<file path="src/rtl/uart_rx.sv">
// UART receiver: 2-flop line synchronizer, start-bit validation at mid-bit,
// LSB-first data capture, stop-bit check with registered valid/frame_err pulses.
//
// state     | meaning
// IDLE      | line high, waiting for a falling edge
// START     | timing to mid start bit; high there is a false start
// DATA      | one sample per bit period into the shift register
// STOP      | one bit period after last data sample, check stop bit
// WAIT_IDLE | bad stop bit seen, hold off until the line returns high
module uart_rx #(
  parameter int CLK_FREQ   = 19200,
  parameter int BAUDRATE   = 9600,
  parameter int DATA_WIDTH = 8
) (
  input  logic                  clk,
  input  logic                  rst_n,
  input  logic                  line,
  output logic [DATA_WIDTH-1:0] data,
  output logic                  valid,
  output logic                  frame_err,
  output logic                  busy
);

  localparam int CPB   = CLK_FREQ / BAUDRATE;
  localparam int HALF  = CPB / 2;
  localparam int CNT_W = $clog2(CPB) + 1;
  localparam int BIT_W = $clog2(DATA_WIDTH) + 1;

  localparam logic [CNT_W-1:0] CPB_TC  = CNT_W'(CPB - 1);
  localparam logic [CNT_W-1:0] HALF_TC = CNT_W'(HALF - 1);
  localparam logic [BIT_W-1:0] BIT_TC  = BIT_W'(DATA_WIDTH - 1);

  typedef enum logic [2:0] {
    IDLE,
    START,
    DATA,
    STOP,
    WAIT_IDLE
  } state_t;

  state_t                state;
  logic [1:0]            sync_q;
  logic                  line_s;
  logic [CNT_W-1:0]      cnt;
  logic [BIT_W-1:0]      bit_cnt;
  logic [DATA_WIDTH-1:0] shift;

  assign line_s = sync_q[1];
  assign busy   = (state != IDLE);

  always_ff @(posedge clk or negedge rst_n) begin
    if (!rst_n) begin
      sync_q    <= 2'b11;
      state     <= IDLE;
      cnt       <= '0;
      bit_cnt   <= '0;
      shift     <= '0;
      data      <= '0;
      valid     <= 1'b0;
      frame_err <= 1'b0;
    end else begin
      sync_q    <= {sync_q[0], line};
      valid     <= 1'b0;
      frame_err <= 1'b0;
      case (state)
        IDLE: begin
          if (!line_s) begin
            state   <= START;
            cnt     <= '0;
            bit_cnt <= '0;
          end
        end
        START: begin
          if (cnt == HALF_TC) begin
            cnt   <= '0;
            state <= line_s ? IDLE : DATA;
          end else begin
            cnt <= cnt + CNT_W'(1);
          end
        end
        DATA: begin
          if (cnt == CPB_TC) begin
            cnt   <= '0;
            // right shift with the new bit entering at the MSB: LSB-first line order
            shift <= DATA_WIDTH'({line_s, shift} >> 1);
            if (bit_cnt == BIT_TC) begin
              state <= STOP;
            end else begin
              bit_cnt <= bit_cnt + BIT_W'(1);
            end
          end else begin
            cnt <= cnt + CNT_W'(1);
          end
        end
        STOP: begin
          if (cnt == CPB_TC) begin
            cnt <= '0;
            if (line_s) begin
              data  <= shift;
              valid <= 1'b1;
              state <= IDLE;
            end else begin
              frame_err <= 1'b1;
              state     <= WAIT_IDLE;
            end
          end else begin
            cnt <= cnt + CNT_W'(1);
          end
        end
        WAIT_IDLE: begin
          if (line_s) state <= IDLE;
        end
        default: state <= IDLE;
      endcase
    end
  end

endmodule

</file>
<file path="config.mk">
export PLATFORM = sky130hd
export DESIGN_NAME = uart_rx
export DESIGN_NICKNAME = d
export VERILOG_FILES = /design/src/rtl/uart_rx.sv
export SDC_FILE = /design/constraint.sdc
export NUM_CORES = 1
export LEC_CHECK = 0
export ABC_CLOCK_PERIOD_IN_PS = 1840
export BUFFER_PORTS_ARGS = -buffer_cell sky130_fd_sc_hd__buf_2
export CORE_ASPECT_RATIO = 1.2
export CORE_MARGIN = 2
export CORE_UTILIZATION = 55
export DETAILED_ROUTE_END_ITERATION = 10
export HOLD_SLACK_MARGIN = 0.06
export PLACE_DENSITY = 0.75
export SKIP_LAST_GASP = 1
export SYNTH_ARGS = -nofsm -noshare
export SYNTH_HDL_FRONTEND = slang
export SYNTH_SLANG_ARGS = --single-unit
</file>
<file path="constraint.sdc">
create_clock -name clk -period 1.84 [get_ports clk]
set_input_delay 0.092 -clock clk [delete_from_list [all_inputs] [get_ports clk]]
set_output_delay 0.092 -clock clk [all_outputs]
set_load 0.005 [all_outputs]
</file>
==> impl_metrics.env <==
export IMPL_diodes=0
export IMPL_syn_area_per_cell_um2=12.6
export IMPL_synth_area_leaders="dfrtp_1 (50%), mux2_2 (13%), ha_1 (5.6%), dfstp_2 (3.9%), nand3_1 (2.6%)"
export IMPL_crit_path_max_fanout=11
export IMPL_fin_crit_ps=1640
export IMPL_cts_tree="built"
export IMPL_areaGrowthSynthToFinish_pct=12.2
export IMPL_die_x_um=49.2
export IMPL_yosys_area_top_type_share=0.501
export IMPL_outcome="completed"
export IMPL_drc=0
export IMPL_cp_arrival_ps=1550
export IMPL_rr_startpoint="state[0]"
export IMPL_p_per_area_mw_per_mm2=1490
export IMPL_syn_inst=107
export IMPL_ios=14
export IMPL_path_cells="buf_4 -> or3_1 -> buf_2"
export IMPL_grt_pass1_vias=933
export IMPL_synth_seq_cells=29
export IMPL_cts_root_buf="clkbuf_4"
export IMPL_slew_limit_headroom=0.583
export IMPL_via_count=896
export IMPL_max_freq_mhz=609
export IMPL_p_leak_nw=0.756
export IMPL_slew_viol_final=0
export IMPL_hp_class="in -> async"
export IMPL_cts_made_buffers=5
export IMPL_gr_usage_all_layers=0.199
export IMPL_finalSetupViolations=0
export IMPL_fp_row_count=19
export IMPL_final_common_cell="dfrtp_1"
export IMPL_rsz0062_at_grt="false"
export IMPL_avgRoutedWirePerCell_um=14.3
export IMPL_hpwl_um=1630
export IMPL_htreeDepth=2
export IMPL_synth_fp_nets=116
export IMPL_die_area_mm2=0.00286
export IMPL_hold_violations=0
export IMPL_grt_max_degree=30
export IMPL_max_vdd_ir_drop_mv=1.08
export IMPL_clk_latency_ps=330
export IMPL_clkSinkCount=29
export IMPL_grt_pass1_wl_um=4160
export IMPL_critPathMaxStageDelay_ps=520
export IMPL_clk_path_buf_depth=2
export IMPL_criticalPathCategory="reg -> out"
export IMPL_wirelength_um=2280
export IMPL_endpoint_kind="primary output"
export IMPL_cp_slowest_cell="dfrtp_1"
export IMPL_io_buffers=13
export IMPL_synth_area_mm2=0.00135
export IMPL_required_ps=1750
export IMPL_antenna_found_initial=0
export IMPL_firstDrtPassIters=4
export IMPL_fin_nets=136
export IMPL_total_power_mw=2.25
export IMPL_place_congestion=0.752
export IMPL_yosysTopAreaCell="dfrtp_1"
export IMPL_reg2reg_depth=3
export IMPL_finalSetupTns_ps=0
export IMPL_grt_overflow=0
export IMPL_skew_ps=2.52
export IMPL_cap_violations=0
export IMPL_start_util=0.584
export IMPL_drtIter0Drc=12
export IMPL_die_h_um=58.2
export IMPL_tightest_slew_ps=626
export IMPL_ys_types=33
export IMPL_timing_rr_end="shift[5]"
export IMPL_crit_start="state[1]"
export IMPL_worstSetupStartpointType="flip-flop"
export IMPL_drive_above_1_share=0.344
export IMPL_fin_crit_sh=0.892
export IMPL_ys_warn_count=0
export IMPL_core_mm2=0.00231
export IMPL_clkSlewWorstSetupHoldPaths_ps=90
export IMPL_antenna_left=0
export IMPL_via_per_inst=5.64
export IMPL_layout_common_cells="dfrtp_1 (27), mux2_2 (16), buf_2 (13), nand3_1 (7)"
export IMPL_ys_seq_area_frac=0.540
export IMPL_ff2ff_setup_slack_ps=230
kinds of logic (layout without fill, tap and decap cells):
family / after synthesis / count (layout) / share of synthesized area
flip-flops: 29 / 29 / 0.540
AND/OR/NAND/NOR: 27 / 27 / 0.125
buffers and inverters: 10 / 31 / 0.0390
multiplexers: 17 / 17 / 0.141
AO/OA/AOI/OAI: 18 / 18 / 0.0984
adder cells (fa/ha/maj): 6 / 6 / 0.0557
how the worst max path moves through the flow:
stage	endpoint	slack, ps
finish	busy	200
CTS	busy	190
global placement	shift[0]	260
global route	busy	140
floorplan	state[0]	470
detailed placement	shift[4]	260
critical path, delay by kind of cell (launching register included):
kind	cells	cell delay [ps]
buffers and inverters	2	350
AND/OR/NAND/NOR	1	350
flip-flops	1	520
report_power, final:
part | internal, mW | switching, mW
sequential | 0.851 | 0.190
combinational | 0.436 | 0.407
clock | 0.144 | 0.225
cell type report:
type                       count  area [um^2]
timing repair buffer          17          100
multi-input combinational     68          567
tap                           31         38.8
fill                         193          795
sequential                    29          728
inverter                       6         22.5
clock buffer                   5         37.5
clock inverter                 3         17.5
cell usage after synthesis:
| cell type | instances |
|---|---|
| a21oi_1 | 2 |
| a22oi_1 | 2 |
| a311oi_1 | 1 |
| a31oi_1 | 2 |
| a32oi_1 | 1 |
| a41o_1 | 1 |
| and2b_2 | 1 |
| and3_1 | 1 |
| and3b_1 | 1 |
| buf_6 | 2 |
| clkbuf_1 | 2 |
| dfrtp_1 | 27 |
| dfstp_2 | 2 |
| ha_1 | 6 |
| inv_1 | 6 |
| mux2_2 | 16 |
| mux2i_1 | 1 |
| nand2_1 | 2 |
| nand2b_1 | 1 |
| nand3_1 | 7 |
| nand3b_1 | 1 |
| nand4_4 | 1 |
| nor2_1 | 4 |
| nor2b_1 | 3 |
| o211ai_1 | 3 |
| o21a_1 | 1 |
| o221ai_1 | 1 |
| o22ai_1 | 1 |
| o31ai_1 | 3 |
| or2_2 | 1 |
| or2b_1 | 1 |
| or3_1 | 2 |
| or4_1 | 1 |
metrics by stage:
| step | instances | hold slack (ps) | cell area, um^2 | setup slack (ps) | util |
|---|---|---|---|---|---|
| floorplan | 107 | -204 | 1350 | 469 | - |
| global placement | 149 | 142 | 1440 | 262 | 0.623 |
| detailed placement | 149 | 147 | 1440 | 259 | 0.623 |
| CTS | 159 | 311 | 1510 | 192 | 0.655 |
| global route | 159 | 365 | 1510 | 136 | 0.655 |
| finish | 159 | 299 | 1510 | 198 | 0.655 |
flip-flops by register name (all words and copies together), names as in the netlist:
register,cells
bit_cnt,4
cnt,2
data,8
frame_err,1
shift,8
state,3
sync_q,2
valid,1
metal layers:
metal	vias to the layer above	global-route usage	share of wire
met5	-	0	0
met4	0	0.0939	0.022
met3	6	0.0773	0.038
met2	11	0.332	0.53
met1	454	0.225	0.41
li1	425	-	-
what timing repair did:
action,4_1_cts,5_1_grt
hold buffers,2,0
setup buffers,0,0
resized for setup,0,0
endpoints found under the hold margin,28,0
(Power assumes the default switching activity.)
